<file path="config.mk">
export PLATFORM = sky130hd
export DESIGN_NAME = jogo_sequencia_param
export DESIGN_NICKNAME = d
export VERILOG_FILES = /design/src/rtl/jogo_pkg.sv /design/src/rtl/memoria_sequencia.sv /design/src/rtl/jogo_sequencia_param.sv
export SDC_FILE = /design/constraint.sdc
export NUM_CORES = 1
export LEC_CHECK = 0
export ABC_AREA = 1
export BUFFER_PORTS_ARGS = -buffer_cell sky130_fd_sc_hd__buf_2
export CORE_ASPECT_RATIO = 1.25
export CORE_UTILIZATION = 55
export DETAILED_ROUTE_END_ITERATION = 16
export MAX_ROUTING_LAYER = met4
export PLACE_DENSITY = 0.73
export SLEW_MARGIN = 5
export SYNTH_ARGS = -nofsm -noshare
export SYNTH_HDL_FRONTEND = slang
export SYNTH_SLANG_ARGS = --single-unit
</file>
<file path="constraint.sdc">
create_clock -name clock -period 3.45 [get_ports clock]
set_input_delay 0.69 -clock clock [delete_from_list [all_inputs] [get_ports clock]]
set_output_delay 0.69 -clock clock [all_outputs]
set_load 0.1 [all_outputs]
</file>
<file path="src/rtl/jogo_pkg.sv">
// Shared definitions for the parametrised memory-sequence game:
// FSM state codes, one-hot check and the default sequence table.
package jogo_pkg;

  typedef enum logic [4:0] {
    INICIAL     = 5'd0,
    PREPARA     = 5'd1,
    MOSTRA      = 5'd2,
    ESPERA      = 5'd3,
    REGISTRA    = 5'd4,
    COMPARA     = 5'd5,
    SOLTA       = 5'd6,
    SOLTA_FIM   = 5'd7,
    ESCREVE     = 5'd8,
    SOLTA_ESC   = 5'd9,
    PROX_RODADA = 5'd10,
    FIM_GANHOU  = 5'd11,
    FIM_PERDEU  = 5'd12,
    FIM_TIMEOUT = 5'd13
  } estado_t;

  localparam int N_SEQ_BASE = 16;

  // Bit index (0..3) of each default entry, 2 bits per entry, entry 0 in the LSBs.
  localparam logic [31:0] SEQ_BASE = 32'h4FA506E4;

  function automatic logic eh_one_hot(input logic [31:0] v);
    return (v != 32'd0) && ((v & (v - 32'd1)) == 32'd0);
  endfunction

  function automatic int bit_padrao(input int idx, input int n_botoes);
    return int'(SEQ_BASE[2*(idx % N_SEQ_BASE) +: 2]) % n_botoes;
  endfunction

endpackage

</file>
<file path="src/rtl/memoria_sequencia.sv">
// Sequence memory: N_RODADAS one-hot entries, parallel load from the
// default table, one synchronous write port and one asynchronous read port.
module memoria_sequencia
  import jogo_pkg::*;
#(
  parameter int N_BOTOES  = 4,
  parameter int N_RODADAS = 16
) (
  input  logic                         clock,
  input  logic                         i_carrega,
  input  logic                         i_escreve,
  input  logic [$clog2(N_RODADAS)-1:0] i_end_escrita,
  input  logic [N_BOTOES-1:0]          i_dado,
  input  logic [$clog2(N_RODADAS)-1:0] i_end_leitura,
  output logic [N_BOTOES-1:0]          o_dado
);

  logic [N_BOTOES-1:0] r_mem [N_RODADAS];

  always_ff @(posedge clock) begin
    if (i_carrega) begin
      for (int i = 0; i < N_RODADAS; i++) begin
        r_mem[i] <= N_BOTOES'(1) << bit_padrao(i, N_BOTOES);
      end
    end else if (i_escreve) begin
      r_mem[i_end_escrita] <= i_dado;
    end
  end

  assign o_dado = r_mem[i_end_leitura];

endmodule

</file>
<file path="src/rtl/jogo_sequencia_param.sv">
// Memory-sequence game core: shows one LED per round, checks the replay,
// optionally lets the player append an entry, ends in win/loss/timeout.
module jogo_sequencia_param
  import jogo_pkg::*;
#(
  parameter int N_BOTOES       = 4,
  parameter int N_RODADAS      = 16,
  parameter int TIMEOUT_CICLOS = 5000,
  parameter int LED_CICLOS     = 4
) (
  input  logic                         clock,
  input  logic                         reset,
  input  logic                         jogar,
  input  logic                         modo,
  input  logic [N_BOTOES-1:0]          botoes,
  output logic [N_BOTOES-1:0]          leds,
  output logic                         pronto,
  output logic                         ganhou,
  output logic                         perdeu,
  output logic                         timeout,
  output logic [4:0]                   db_estado,
  output logic [$clog2(N_RODADAS)-1:0] db_rodada,
  output logic [$clog2(N_RODADAS)-1:0] db_jogada
);

  localparam int RW = $clog2(N_RODADAS);
  localparam int TW = $clog2(TIMEOUT_CICLOS);
  localparam int LW = $clog2(LED_CICLOS + 1);

  estado_t             r_estado, w_prox;
  logic                r_modo;
  logic [RW-1:0]       r_rodada, r_jogada;
  logic [N_BOTOES-1:0] r_captura;
  logic [TW-1:0]       r_cnt_to;
  logic [LW-1:0]       r_cnt_led;
  logic                r_pronto, r_ganhou, r_perdeu, r_timeout;

  logic [N_BOTOES-1:0] w_mem_dado;
  logic [RW-1:0]       w_end_leitura;
  logic                w_carrega, w_escreve;
  logic                w_press_oh, w_capt_oh, w_solto, w_led_fim, w_to_fim;
  logic                w_pronto, w_ganhou, w_perdeu, w_timeout;

  assign w_press_oh    = eh_one_hot(32'(botoes));
  assign w_capt_oh     = eh_one_hot(32'(r_captura));
  assign w_solto       = (botoes == '0);
  assign w_led_fim     = (r_cnt_led == LW'(LED_CICLOS - 1));
  assign w_to_fim      = (r_cnt_to == TW'(TIMEOUT_CICLOS - 1));
  assign w_end_leitura = (r_estado == MOSTRA) ? r_rodada : r_jogada;
  assign w_carrega     = (r_estado == PREPARA);
  assign w_escreve     = (r_estado == ESCREVE) && w_press_oh;

  memoria_sequencia #(
    .N_BOTOES  (N_BOTOES),
    .N_RODADAS (N_RODADAS)
  ) u_mem (
    .clock         (clock),
    .i_carrega     (w_carrega),
    .i_escreve     (w_escreve),
    .i_end_escrita (r_rodada + RW'(1)),
    .i_dado        (botoes),
    .i_end_leitura (w_end_leitura),
    .o_dado        (w_mem_dado)
  );

  always_ff @(posedge clock or posedge reset) begin
    if (reset) r_estado <= INICIAL;
    else       r_estado <= w_prox;
  end

  always_comb begin
    w_prox = r_estado;
    case (r_estado)
      INICIAL:     if (jogar) w_prox = PREPARA;
      PREPARA:     w_prox = MOSTRA;
      MOSTRA:      if (w_led_fim) w_prox = ESPERA;
      ESPERA: begin
        // A press in the expiring cycle still counts as a press.
        if (!w_solto)      w_prox = REGISTRA;
        else if (w_to_fim) w_prox = FIM_TIMEOUT;
      end
      REGISTRA:    w_prox = COMPARA;
      COMPARA: begin
        if (!w_capt_oh || (r_captura != w_mem_dado)) w_prox = FIM_PERDEU;
        else if (r_jogada != r_rodada)               w_prox = SOLTA;
        else if (r_rodada == RW'(N_RODADAS - 1))     w_prox = FIM_GANHOU;
        else                                         w_prox = SOLTA_FIM;
      end
      SOLTA:       if (w_solto) w_prox = ESPERA;
      SOLTA_FIM:   if (w_solto) w_prox = r_modo ? ESCREVE : PROX_RODADA;
      ESCREVE: begin
        if (w_press_oh)    w_prox = SOLTA_ESC;
        else if (w_to_fim) w_prox = FIM_TIMEOUT;
      end
      SOLTA_ESC:   if (w_solto) w_prox = PROX_RODADA;
      PROX_RODADA: w_prox = MOSTRA;
      FIM_GANHOU, FIM_PERDEU, FIM_TIMEOUT: if (jogar) w_prox = PREPARA;
      default:     w_prox = INICIAL;
    endcase
  end

  always_comb begin
    leds = '0;
    case (r_estado)
      MOSTRA:          leds = w_mem_dado;
      ESPERA, ESCREVE: leds = botoes;
      default:         leds = '0;
    endcase
    w_ganhou  = (w_prox == FIM_GANHOU);
    w_timeout = (w_prox == FIM_TIMEOUT);
    w_perdeu  = (w_prox == FIM_PERDEU) || w_timeout;
    w_pronto  = w_ganhou || w_perdeu;
  end

  // End flags are registered from the next state so they appear with the end state.
  always_ff @(posedge clock or posedge reset) begin
    if (reset) begin
      r_modo    <= 1'b0;
      r_rodada  <= '0;
      r_jogada  <= '0;
      r_captura <= '0;
      r_cnt_to  <= '0;
      r_cnt_led <= '0;
      r_pronto  <= 1'b0;
      r_ganhou  <= 1'b0;
      r_perdeu  <= 1'b0;
      r_timeout <= 1'b0;
    end else begin
      if (r_estado == PREPARA) begin
        r_modo   <= modo;
        r_rodada <= '0;
        r_jogada <= '0;
      end
      if (r_estado == REGISTRA) r_captura <= botoes;
      if ((r_estado == COMPARA) && (w_prox == SOLTA)) r_jogada <= r_jogada + RW'(1);
      if (r_estado == PROX_RODADA) begin
        r_rodada <= r_rodada + RW'(1);
        r_jogada <= '0;
      end
      if ((r_estado == MOSTRA) && (w_prox == MOSTRA)) r_cnt_led <= r_cnt_led + LW'(1);
      else                                             r_cnt_led <= '0;
      if (((w_prox == ESPERA) || (w_prox == ESCREVE)) && (w_prox == r_estado))
        r_cnt_to <= r_cnt_to + TW'(1);
      else
        r_cnt_to <= '0;
      r_pronto  <= w_pronto;
      r_ganhou  <= w_ganhou;
      r_perdeu  <= w_perdeu;
      r_timeout <= w_timeout;
    end
  end

  assign pronto    = r_pronto;
  assign ganhou    = r_ganhou;
  assign perdeu    = r_perdeu;
  assign timeout   = r_timeout;
  assign db_estado = r_estado;
  assign db_rodada = r_rodada;
  assign db_jogada = r_jogada;

endmodule
</file>
==> results.cfg <==
[outcome]
outcome = finished clean

[worst_hold_path]
holdCritPathClass = in -> async

[placed_design]
dp_cells = 785
numPortBuffers = 28
gp_congestion = 0.884
placed_area_sq_mm = 0.00582
hpwl_mm = 9.18
place_ws_ps = 247

[drt]
first_iter_violations = 290
vias_per_cell = 5.52
drc = 0
first_pass_iters = 5
drtAntennaViolNets = 0
drt_wl_total_mm = 12.6
dr_total_vias = 4446
routedWlPerCell_um = 15.7

[cts]
cts_sinks = 102
htreeDepth = 3
ctsResizeCount = 0
cts_root_buf = clkbuf_16
tritoncts = done
cts_setup_buffers = 0
ctsHoldBuffers = 0
clock_latency_ps = 340
numCtsBuffers = 9
cts_buffer_depth = 2
clk_pin_slew_ps = 70

[sta]
clock_skew_ps = 3.62
final_max_slew_viol_count = 0
fmax_mhz = 308
setup_violations = 0
final.min_clock_period_ps = 3240
final.setup.worst_slack_ps = 206
max_slew.worst_pin.slew_ps = 648
final.setup.tns_ps = 0
hold_viol_final = 0
rsz0062_at_grt = false
slew_headroom = 0.565
hold_ws_ps = 438
post-route-period-util = 0.940

[yosys]
synth_cell_types = 43
synth_area_leaders = edfxtp_1 36%, dfrtp_1 18%, nand2_1 11%
yosys_warnings = 0
yosysSeqAreaShare = 0.532
postSynthCellCount = 637
yosysTopAreaCellShare = 0.356
yosys.area.top_type = edfxtp_1
ys_seq_elements = 102
syn_area_per_cell_sq_um = 8.48
synth_fp_nets = 654
netlist_area_sq_mm = 0.00540

[job]
drv_cap = 0

[global_route]
grt_pass1_wl_mm = 20.8
grt_usage = 0.274
grt-ovfl-total = 0
grt_start_max_net_pins = 39
antenna_found_initial = 0
grt_pass1_vias = 4317

[power_and_ir_drop]
power_leakage_nw = 2.68
power_density_mw_per_mm2 = 589
power_mw = 3.61
ir_drop_mv = 0.338

[floorplan]
start_util = 0.565
io_pins = 29
core_sq_mm = 0.00956
die_x_um = 90.6
num_rows = 40
dieArea_sq_mm = 0.0102
fp.dieH_um = 113

[critical_path]
end_kind = primary output
critical_path.max_fanout = 31
timing.rr.end = db_jogada[2]$_DFFE_PP0P_
ff2ff_path_depth = 19
r2r-start = db_estado[3]$_DFF_PP0_
ff2ff_setup_slack_ps = 360
cp.required_ps = 2760
crit_type = reg -> out
worstPathArrival_ps = 2550
cp-start-kind = flop

[final_layout]
final_common_cell = nand2_1
final_cells = 805
mostFrequentLayoutCells = 152 x nand2_1, 107 x nor2_1, 78 x nand3_1
final_util = 0.641
n_antenna_cell = 0
area_growth_pct = 13.5
fin_nets = 691
finalInstanceArea_sq_mm = 0.00613
layout-drive-gt1-share = 0.118
cells by family after synthesis:
group / count (synthesis) / share of synthesized area
AOI/OAI and AO/OA: 48 / 0.0595
xor gates and xnor gates: 12 / 0.0195
other: 1 / 0.000694
adders and majority gates: 9 / 0.0209
and+or+nand+nor: 367 / 0.293
DFF: 102 / 0.532
buffers and inverters: 98 / 0.0741
cell usage after synthesis:
master and number:
o21ai_0 10, clkbuf_1 6, dfrtp_1 38, inv_1 74
nand3_1 78, nor4_1 2, a21boi_0 1, nor3b_1 3
o21ai_2 1, nand3_4 1, xor2_1 9, nand4_1 8
a21oi_2 1, o21ai_4 2, a21oi_4 1, o31ai_1 1
nor2_4 3, inv_2 3, a221oi_1 2, edfxtp_1 64
ha_1 9, o211ai_1 2, nand2_1 152, o21ai_1 1
buf_6 2, nor2_1 107, a22oi_1 1, nand3_2 3
a2111oi_0 1, a21oi_1 12, nor2_2 1, or2_2 1
clkinv_1 5, xnor2_1 3, o22ai_1 8, nor3_1 6
nand2_2 2, a31oi_1 3, o21a_1 1, clkbuf_2 1
conb_1 1, buf_2 4, buf_4 3
power by group:
part	internal [mW]	leakage (nW)	switching, mW	total (mW)
Clock	0.487	0.133	0.438	0.925
Combinational	0.325	1.49	0.806	1.13
Sequential	1.47	1.06	0.0843	1.55
critical path, stage by stage, from the launching register on:
cell     delay [ps]
dfrtp_1         460
nor2_2          230
nand3_4         220
nand2_1         180
nand2_1         110
buf_12          180
nand2_1          70
nand3_1          70
nand3_1         110
nand3_1         130
nand2_1         170
o22ai_4          90
buf_12          180
sequential cells by signal (all words and copies together), names as in the netlist, 3 cells and up:
| signal | cells |
|---|---|
| r_cnt_led | 3 |
| r_captura | 4 |
| u_mem.r_mem | 64 |
| db_estado | 5 |
| r_cnt_to | 13 |
| db_rodada | 4 |
| db_jogada | 4 |
routing by layer:
layer,track usage,wire length [um],up-vias
met5,-,0,-
met4,0.162,568,0
met3,0.0316,733,37
met2,0.453,6420,182
met1,0.323,4920,2073
li1,-,-,2154
cell type report:
class | count | area [sq um]
multi-input cells | 437 | 2180
inverters | 82 | 308
clock inverters | 6 | 37.5
fillers | 804 | 3430
repair buffers | 42 | 343
clock buffers | 10 | 229
well taps | 126 | 158
flip-flops and latches | 102 | 2870
worst max path at each step:
stage / from / end / slack, ps / cells past startpoint
floorplan: db_estado[4]$_DFF_PP0_ / leds[1] / 10 / 11
CTS: db_estado[3]$_DFF_PP0_ / leds[0] / 80 / 12
detailed placement: db_estado[3]$_DFF_PP0_ / db_jogada[2]$_DFFE_PP0P_ / 250 / 19
finish: db_estado[3]$_DFF_PP0_ / leds[3] / 210 / 12
global route: db_estado[3]$_DFF_PP0_ / leds[3] / 30 / 12
global placement: botoes[2] / u_mem.r_mem[14][3]$_SDFFCE_PN0P_ / 300 / 9
Power figures use the tool's default switching activity.
